`src/rtl/ir_queue.sv`:
```
// ir_queue: in-order instruction fetch queue with first-word fall-through head and a held instruction register
module ir_queue #(
  parameter int DATA_W = 32,
  parameter int DEPTH  = 4
) (
  input  logic                       clk_i,
  input  logic                       rst_ni,
  input  logic                       flush_i,
  input  logic                       wr_valid_i,
  output logic                       wr_ready_o,
  input  logic [DATA_W-1:0]          wr_data_i,
  input  logic                       rd_ready_i,
  output logic                       rd_valid_o,
  output logic [DATA_W-1:0]          rd_data_o,
  output logic [$clog2(DEPTH+1)-1:0] count_o,
  output logic [DATA_W-1:0]          ir_o,
  output logic                       ir_valid_o
);
  localparam int AW = $clog2(DEPTH);
  localparam int CW = $clog2(DEPTH+1);
  localparam logic [CW-1:0] FULL = CW'(DEPTH);
  logic [DATA_W-1:0] r_mem [DEPTH];
  logic [AW-1:0]     r_wr_ptr, r_rd_ptr;
  logic [CW-1:0]     r_count;
  logic [DATA_W-1:0] r_ir;
  logic              r_ir_valid;
  logic              w_push, w_pop;
  assign wr_ready_o = r_count != FULL;
  assign rd_valid_o = r_count != '0;
  assign rd_data_o  = r_mem[r_rd_ptr];
  assign count_o    = r_count;
  assign ir_o       = r_ir;
  assign ir_valid_o = r_ir_valid;
  assign w_push     = wr_valid_i & wr_ready_o & ~flush_i;
  assign w_pop      = rd_ready_i & rd_valid_o & ~flush_i;
  // storage is deliberately unreset; only the written slot changes
  always_ff @(posedge clk_i) begin
    if (w_push) r_mem[r_wr_ptr] <= wr_data_i;
  end
  // pointers and occupancy; flush wins over any same-cycle push or pop
  always_ff @(posedge clk_i or negedge rst_ni) begin
    if (!rst_ni) begin
      r_wr_ptr <= '0;
      r_rd_ptr <= '0;
      r_count  <= '0;
    end else if (flush_i) begin
      r_wr_ptr <= '0;
      r_rd_ptr <= '0;
      r_count  <= '0;
    end else begin
      r_wr_ptr <= r_wr_ptr + AW'(w_push);
      r_rd_ptr <= r_rd_ptr + AW'(w_pop);
      r_count  <= r_count + CW'(w_push) - CW'(w_pop);
    end
  end
  // instruction register captures the head on pop and holds otherwise; flush only invalidates it
  always_ff @(posedge clk_i or negedge rst_ni) begin
    if (!rst_ni) begin
      r_ir       <= '0;
      r_ir_valid <= 1'b0;
    end else if (flush_i) begin
      r_ir_valid <= 1'b0;
    end else if (w_pop) begin
      r_ir       <= rd_data_o;
      r_ir_valid <= 1'b1;
    end
  end
endmodule

```
`config.mk`:
```
export PLATFORM = sky130hd
export DESIGN_NAME = ir_queue
export DESIGN_NICKNAME = d
export VERILOG_FILES = /design/src/rtl/ir_queue.sv
export SDC_FILE = /design/constraint.sdc
export NUM_CORES = 1
export LEC_CHECK = 0
export ABC_CLOCK_PERIOD_IN_PS = 3500
export CELL_PAD_IN_SITES_DETAIL_PLACEMENT = 0
export CELL_PAD_IN_SITES_GLOBAL_PLACEMENT = 2
export CORE_MARGIN = 1
export CORE_UTILIZATION = 37
export DETAILED_ROUTE_END_ITERATION = 16
export GPL_TIMING_DRIVEN = 0
export PLACE_DENSITY = 0.74
export SLEW_MARGIN = 20
export SYNTH_ARGS = -nofsm -noshare
export SYNTH_HDL_FRONTEND = slang
export SYNTH_SLANG_ARGS = --single-unit
```
`constraint.sdc`:
```
create_clock -name clk_i -period 3.5 [get_ports clk_i]
set_input_delay 1.05 -clock clk_i [delete_from_list [all_inputs] [get_ports clk_i]]
set_output_delay 1.05 -clock clk_i [all_outputs]
set_load 0.05 [all_outputs]
```
==> flow_summary.yaml, run 1 <==
clocking:
  cts_buffers: 17
  cts_buffer_depth: 2
  insertion_delay_ps: 420
  cts.sinks: 168
  cts_tree: "built"
  post_cts_buffers: 0
  root_buffer: "clkbuf_16"
  clk_pin_slew_worst_paths_ps: 60
  htreeDepth: 4
floorplan:
  die_w_um: 133
  core_sq_mm: 0.0167
  num_rows: 47
  start_util_pct: 38.1
  die_area_sq_mm: 0.0177
  die_h_um: 133
  num_io_pins: 107
timing:
  slew_headroom_pct: 53.8
  finalSetupViolCount: 0
  finalMaxSlewViolations: 0
  fin_crit_sh_pct: 93.9
  hold_viol_final: 0
  worst_clock_skew_ps: 10.6
  period_needed_ps: 3290
  hold_slack_ps: 508
  rsz0062_at_grt: "no"
  tightest_slew_ps: 691
  fmax_mhz: 304
layout:
  multi_input_area_sq_mm: 0.00141
  fin_util_pct: 50.4
  nFillCells: 1390
  stdcell_area_sq_mm: 0.00841
  n_antenna_cell: 0
  regArea_sq_mm: 0.00484
  drive_gt1_share_pct: 29.6
  syn_to_final_growth_pct: 32.1
  fin_cells: 645
  nNetsFinal: 454
global_route:
  gr-usage-met3_pct: 4.15
  top_usage_layer: "met2"
  grt_max_degree: 22
  grt_usage_pct: 14.9
  overflow: 0
  grt_util_met1_pct: 18.8
  use_met2_pct: 24.1
  antenna_found_initial: 0
  grt_pass1_wl_mm: 19.2
  grt_pass1_vias: 3382
detailed_routing:
  vias_per_cell: 4.72
  wl_mm: 12.0
  remaining_drc_errors: 0
  drt-pass1-iter-count: 4
  dr_total_vias: 3044
  wl_per_cell_um: 18.5
  drt_iter0_drc: 153
  ant_nets: 0
power_and_ir_drop:
  irDropWorstVdd_mv: 0.380
  power_density_mw_per_mm2: 807
  leakage_nw: 3.03
worst_setup_path:
  worst-path-max-fanout: 10
  required_ps: 2450
  crit_type: "reg -> out"
  cp_top_family: "buffers and inverters"
  cp-start-kind: "flip-flop"
  cp_num_buf_inv: 3
  worstPathArrival_ps: 2240
  slowest_delay_ps: 450
  end_kind: "primary output"
  crit_chain: "clkbuf_1 -> clkbuf_2 -> mux4_2 -> dlygate4sd2_1"
  slowest_stage: "dlygate4sd2_1"
synthesis:
  synth-seq-cells: 168
  syn_nets: 315
  ys_types: 25
  synth.avg_cell_area_sq_um: 23.3
  yosys_warnings: 0
  syn-cell-area_sq_mm: 0.00637
  synth-seq-area-share_pct: 76.0
  syn_inst: 273
placed_design:
  port_buffers: 106
  dp_hpwl_mm: 8.26
  place_congestion: 0.639
  post_dp_cell_area_sq_mm: 0.00789
  place_inst: 613
status:
  status: "complete, no violations"
run:
  drv_cap: 0
hold_path:
  worst_hold_path_type: "reg -> reg"
cells by family (layout without fill, tap and decap cells):
group | count (synthesis) | count (layout) | share of synthesized area, %
AOI/OAI and AO/OA | 1 | 1 | 0.118
xor gates and xnor gates | 4 | 4 | 0.550
adders and majority gates | 5 | 5 | 1.10
buffers and inverters | 16 | 168 | 2.06
DFF | 168 | 168 | 76.0
muxes | 64 | 64 | 18.6
and+or+nand+nor | 15 | 15 | 1.51
power by group:
part / internal (mW) / switching, mW / leakage [nW] / total [mW]
logic: 0.972 / 1.48 / 1.12 / 2.45
registers: 2.42 / 0.133 / 1.65 / 2.56
clock network: 1.04 / 0.732 / 0.266 / 1.78
cell type report:
cell class / count / area share, %
inverters: 4 / 0.178
clock buffers: 19 / 5.14
repair buffers: 120 / 14.1
well taps: 220 / 3.27
flip-flops and latches: 168 / 57.6
plain buffers: 12 / 1.40
multi-input cells: 89 / 16.8
clock inverters: 13 / 1.56
layout by cell type, fill, tap and decap left out, types with 4 or more instances in the layout:
cell and n:
inv_1 4, nor2_1 4, clkinv_2 4, dfrtp_1 40, clkdlybuf4s50_1 75, buf_6 7
mux4_2 32, mux2_2 4, buf_2 4, dlygate4sd2_1 30, edfxtp_1 128, mux2_4 28
clkbuf_16 17, ha_1 4, clkinvlp_4 4, buf_4 9
sequential cells by signal, summed over array words and instances, names as in the netlist:
name,flops
r_mem,128
ir_o,32
count_o,3
r_rd_ptr,2
r_wr_ptr,2
ir_valid_o,1
per-stage QoR:
stage | TNS, ps | total power, mW | setup slack, ps
6_report | 0 | 6.79 | 212
5_1_grt | 0 | 7.06 | 57.6
4_1_cts | 0 | 6.88 | 142
3_5_place_dp | -2310 | 5.13 | -145
3_3_place_gp | -337010 | 5.08 | -3460
2_1_floorplan | -61890 | 4.32 | -723
worst reg2reg max path: cells and delay by family, from the launching register on:
kind	cells	cell delay [ps]
xor+xnor	1	160
fa+ha+maj	3	770
buf+inv	4	430
flops	1	440
simple gates	3	620
final timing paths:
path	from	to	slack [ps]	cells after the start
setup / recovery	r_rd_ptr[1]$_DFF_PN0_	rd_data_o[20]	210	4
hold reg to reg	ir_o[30]$_DFFE_PN0P_	ir_o[30]$_DFFE_PN0P_	510	1
min in group asynchronous	rst_ni	ir_o[7]$_DFFE_PN0P_	630	1
hold / removal	ir_o[30]$_DFFE_PN0P_	ir_o[30]$_DFFE_PN0P_	510	1
setup reg to reg	count_o[1]$_DFF_PN0_	count_o[2]$_DFF_PN0_	960	11
max in group asynchronous	rst_ni	r_wr_ptr[0]$_DFF_PN0_	2370	2
cell usage after synthesis:
library cell	count	area share (%)
a21o_1	1	0.12
and3_1	1	0.098
and3_4	1	0.18
buf_12	3	0.94
buf_2	3	0.24
buf_4	3	0.35
buf_6	1	0.18
clkbuf_1	2	0.12
dfrtp_1	40	16
edfxtp_1	128	60
fa_1	1	0.31
ha_1	4	0.79
inv_1	4	0.24
mux2_2	4	0.71
mux2_4	28	6.6
mux4_2	32	11
nand3_1	1	0.078
nor2_1	4	0.24
nor2b_1	3	0.29
nor3_1	1	0.078
nor3b_1	2	0.24
or3_4	1	0.18
or3b_2	1	0.14
xnor2_1	3	0.41
xor2_1	1	0.14
layer usage:
| layer | routed length (um) | up-vias |
|---|---|---|
| met3 | 614 | 16 |
| met1 | 5180 | 1572 |
| li1 | - | 1372 |
| met4 | 164 | 0 |
| met5 | 0 | - |
| met2 | 6010 | 84 |
timing repair:
| item | 4_1_cts | 5_1_grt |
|---|---|---|
| resized for setup | 31 | 0 |
| hold buffers | 0 | 0 |
| setup endpoints to repair | 30 | 0 |
Power figures use the tool's default switching activity.
==> run 2: changes to the inputs <==
CTS_CLUSTER_DIAMETER = 80   (was default)
PLACE_DENSITY = default   (was 0.74)
PLACE_DENSITY_LB_ADDON = 0.1   (was default)
SETUP_SLACK_MARGIN = 0.15   (was default)
==> run 2 against run 1 <==
Against the previous run: via count up 0.72%; sequential cell count stayed put; final cell count stayed put; total power fell by 0.57%; non-clock buffer count stayed put; register-to-register slack worse by 20 ps; core utilization decreased by 0.13 points; critical endpoint is now rd_data_o[8].
==> flow_summary.yaml, run 2 (synthesis gave the netlist of run 1 again) <==
clocking:
  cts.sinks: 168
  htreeDepth: 4
  clk_pin_slew_worst_paths_ps: 60
  cts_buffers: 17
  cts_tree: "built"
  cts_buffer_depth: 2
  root_buffer: "clkbuf_16"
  post_cts_buffers: 0
  insertion_delay_ps: 420
floorplan:
  core_sq_mm: 0.0167
  num_rows: 47
  num_io_pins: 107
  die_h_um: 133
  start_util_pct: 38.1
  die_w_um: 133
  die_area_sq_mm: 0.0177
detailed_routing:
  vias_per_cell: 4.75
  ant_nets: 0
  remaining_drc_errors: 0
  drt-pass1-iter-count: 4
  drt_iter0_drc: 87
  wl_per_cell_um: 19.2
  dr_total_vias: 3066
  wl_mm: 12.4
timing:
  hold_viol_final: 0
  worst_clock_skew_ps: 8.51
  slew_headroom_pct: 55.4
  finalSetupViolCount: 0
  fmax_mhz: 305
  finalMaxSlewViolations: 0
  tns_ps: 0
  period_needed_ps: 3280
  tightest_slew_ps: 667
  fin_crit_sh_pct: 93.7
  rsz0062_at_grt: "yes"
  timing.final.ws_setup_ps: 221
global_route:
  grt_util_met1_pct: 19.1
  top_usage_layer: "met2"
  overflow: 0
  grt_pass1_wl_mm: 19.2
  grt_pass1_vias: 3349
  antenna_found_initial: 0
  use_met2_pct: 24.5
  gr-usage-met3_pct: 4.76
  grt_usage_pct: 15.2
  grt_max_degree: 25
layout:
  final_common_cell: "edfxtp_1"
  multi_input_area_sq_mm: 0.00141
  syn_to_final_growth_pct: 31.7
  regMostFlops: "r_mem"
  regArea_sq_mm: 0.00484
  nFillCells: 1421
  stdcell_area_sq_mm: 0.00839
  drive_gt1_share_pct: 34.4
  largest_reg_flops: 128
  layout_common_cells: "edfxtp_1, clkdlybuf4s50_1, dfrtp_1"
  n_antenna_cell: 0
  nNetsFinal: 454
worst_setup_path:
  worst-path-max-fanout: 10
  end_kind: "primary output"
  worstPathArrival_ps: 2230
  crit_type: "reg -> out"
  required_ps: 2450
  cp-start-kind: "flip-flop"
placed_design:
  pre_cts_slack_ps: -166
  post_dp_cell_area_sq_mm: 0.00788
  port_buffers: 106
  dp_hpwl_mm: 8.54
  place_congestion: 0.630
power_and_ir_drop:
  leakage_nw: 3.03
  irDropWorstVdd_mv: 0.425
  power_density_mw_per_mm2: 804
  power_mw: 6.75
run:
  drv_cap: 0
hold_path:
  worst_hold_path_type: "reg -> reg"
status:
  status: "complete, no violations"
## run 2: cell count changes in the layout (fill, tap and decap cells not counted), moves of 2 or more
cell	delta
clkbuf_2	+9
clkbuf_4	+2
clkdlybuf4s15_2	+10
clkdlybuf4s50_1	-2
clkinv_4	+2
dlygate4sd2_1	-20
dlymetal6s2s_1	+2
## run 2: power by group
part           leakage, nW  internal, mW  switching, mW
logic                 1.12         0.975           1.48
registers             1.65          2.42          0.135
clock network        0.263         0.994          0.738
## run 2: worst paths after layout
check | start | end | slack (ps) | depth (start not counted)
max | r_rd_ptr[0]$_DFF_PN0_ | rd_data_o[8] | 220 | 4
min | ir_valid_o$_DFFE_PN0P_ | ir_valid_o$_DFFE_PN0P_ | 480 | 1
max reg2reg | count_o[1]$_DFF_PN0_ | count_o[2]$_DFF_PN0_ | 940 | 11
min reg2reg | ir_valid_o$_DFFE_PN0P_ | ir_valid_o$_DFFE_PN0P_ | 480 | 1
max in group asynchronous | rst_ni | ir_o[21]$_DFFE_PN0P_ | 2340 | 2
min in group asynchronous | rst_ni | count_o[2]$_DFF_PN0_ | 640 | 1
## run 2: stage by stage
| step | utilization [%] | cells | hold WS [ps] |
|---|---|---|---|
| after floorplan | - | 273 | 549 |
| after CTS | 50.4 | 645 | 490 |
| after global placement | 46.1 | 599 | 466 |
| after detailed placement | 47.2 | 613 | 476 |
| final | 50.3 | 645 | 482 |
| after global routing | 50.3 | 645 | 526 |
## run 2: worst max-delay path: stages, from the launching register on
cell and delay (ps):
dfrtp_1 350, buf_2 190, buf_4 270, mux4_2 550, dlygate4sd2_1 440
## run 2: layout make-up
type	count	area share (%)
Tap cell	220	3.28
Multi-Input combinational cell	89	16.8
Inverter	4	0.179
Timing Repair Buffer	120	14.0
Buffer	12	1.46
Clock inverter	12	1.27
Sequential cell	168	57.7
Clock buffer	20	5.32
## run 2: layer usage
| layer | vias up | wire [um] |
|---|---|---|
| met5 | - | 0 |
| met4 | 0 | 150 |
| met3 | 10 | 561 |
| met2 | 74 | 6260 |
| met1 | 1607 | 5390 |
| li1 | 1375 | - |
## run 2: timing repair
item,in CTS,in global routing
resized for setup,52,23
hold buffers,0,0
pin swaps,0,0
setup endpoints to repair,30,22
==> run 3: changes to the inputs <==
GPL_TIMING_DRIVEN = 1   (was 0)
==> run 3 against run 2 <==
Against the previous run: clock skew down 3.1 ps; global-route usage decreased by 0.46 points; combinational power shrank 2%; final cell count down 2.0%; clock power increased by 12%; critical path depth decreased by 1; die area stayed put; cell area shrank 1.6%; sequential cell count did not move; worst hold slack improved by 1.3 ps; largest power group unchanged; highest routed layer unchanged.
==> flow_summary.yaml, run 3 (synthesis gave the netlist of run 1 again) <==
global_route:
  grt_pass1_wl_mm: 18.8
  grt_usage_pct: 14.7
  antenna_found_initial: 0
  grt_pass1_vias: 3231
  overflow: 0
  grt_max_degree: 35
placed_design:
  place_congestion: 0.642
  place_inst: 600
  port_buffers: 106
  pre_cts_slack_ps: 414
  dp_hpwl_mm: 7.38
clocking:
  cts_resized: 0
  htreeDepth: 4
  cts_buffers: 17
  holdBufCountCts: 0
  insertion_delay_ps: 420
  cts_buffer_depth: 2
  post_cts_buffers: 0
  cts.sinks: 168
  clk_pin_slew_worst_paths_ps: 60
  cts_tree: "built"
  root_buffer: "clkbuf_16"
timing:
  hold_viol_final: 0
  period_needed_ps: 3150
  slew_headroom_pct: 55.5
  tightest_slew_ps: 667
  finalSetupViolCount: 0
  rsz0062_at_grt: "no"
  timing.final.ws_setup_ps: 352
  hold_slack_ps: 483
  finalMaxSlewViolations: 0
  worst_clock_skew_ps: 5.41
  fmax_mhz: 318
  fin_crit_sh_pct: 89.9
power_and_ir_drop:
  leakage_nw: 2.96
  p_sw_mw: 2.34
  irDropWorstVdd_mv: 0.376
  pwr-share-comb_pct: 35.0
  p_int_mw: 4.59
  power_mw: 6.93
  power_density_mw_per_mm2: 839
  sw_frac_of_total_pct: 33.7
  clkPwrFrac_pct: 28.1
  p_seq_share_pct: 36.9
layout:
  regArea_sq_mm: 0.00485
  syn_to_final_growth_pct: 29.6
  largest_reg_flops: 128
  drive_gt1_share_pct: 35.9
  layout_common_cells: "edfxtp_1, clkdlybuf4s50_1, buf_4"
  fin_cells: 632
  regMostFlops: "r_mem"
  nNetsFinal: 441
  nFillCells: 1420
  n_antenna_cell: 0
  final_common_cell: "edfxtp_1"
  multi_input_area_sq_mm: 0.00141
detailed_routing:
  wl_per_cell_um: 18.8
  vias_per_cell: 4.73
  wl_mm: 11.9
  drt-pass1-iter-count: 6
  drt_iter0_drc: 110
  dr_total_vias: 2990
  ant_nets: 0
  remaining_drc_errors: 0
worst_setup_path:
  worst-path-max-fanout: 24
  required_ps: 2450
  crit_type: "reg -> out"
  worstPathArrival_ps: 2100
  cp-start-kind: "flip-flop"
  end_kind: "primary output"
floorplan:
  die_w_um: 133
  die_area_sq_mm: 0.0177
  core_sq_mm: 0.0167
  start_util_pct: 38.1
  num_io_pins: 107
  die_h_um: 133
  num_rows: 47
hold_path:
  worst_hold_path_type: "reg -> reg"
run:
  drv_cap: 0
status:
  status: "complete, no violations"
run 3: area by class of cell:
class                           count  area share, %
Inverter                            4          0.182
Sequential cell                   168           58.7
Multi-Input combinational cell     89           17.1
Clock buffer                       20           5.41
Tap cell                          220           3.33
Timing Repair Buffer              119           13.2
Clock inverter                     12           2.11
run 3: metrics by stage:
stage,area [sq um],setup TNS (ps),utilization [%]
after floorplan,6370,-61890,-
after global placement,7640,0,45.7
after detailed placement,7640,0,45.7
after CTS,8260,0,49.4
after global routing,8260,0,49.4
final,8260,0,49.4
run 3: critical path, stage by stage, from the launching register on:
cell     delay [ps]
dfrtp_2         390
buf_4           450
mux4_2          620
buf_4           220
run 3: worst paths after layout:
kind                       cells after the start              startpoint  slack (ps)                      to
min in group asynchronous                      1                  rst_ni         650     ir_o[1]$_DFFE_PN0P_
hold / removal                                 1  ir_valid_o$_DFFE_PN0P_         480  ir_valid_o$_DFFE_PN0P_
hold reg to reg                                1  ir_valid_o$_DFFE_PN0P_         480  ir_valid_o$_DFFE_PN0P_
max in group asynchronous                      2                  rst_ni        2150    ir_o[19]$_DFFE_PN0P_
setup / recovery                               3   r_rd_ptr[0]$_DFF_PN0_         350           rd_data_o[15]
setup reg to reg                               9    count_o[1]$_DFF_PN0_        1100    count_o[2]$_DFF_PN0_
run 3: routing by layer:
layer	global-route usage [%]	up-vias	part of all wire (%)
met5	0	-	0
met4	6.06	0	1.9
met3	5.02	20	5.0
met2	24.3	78	51
met1	17.7	1548	42
li1	-	1344	-
run 3: power by group through the flow:
| stage | sequential (mW) | combinational (mW) | clock (mW) |
|---|---|---|---|
| 2_1_floorplan | 3.31 | 1.01 | 0 |
| 3_3_place_gp | 2.59 | 2.45 | 0 |
| 4_1_cts | 2.56 | 2.46 | 2.00 |
| 3_5_place_dp | 2.60 | 2.45 | 0 |
| 6_report | 2.56 | 2.42 | 1.94 |
| 5_1_grt | 2.59 | 2.53 | 2.08 |
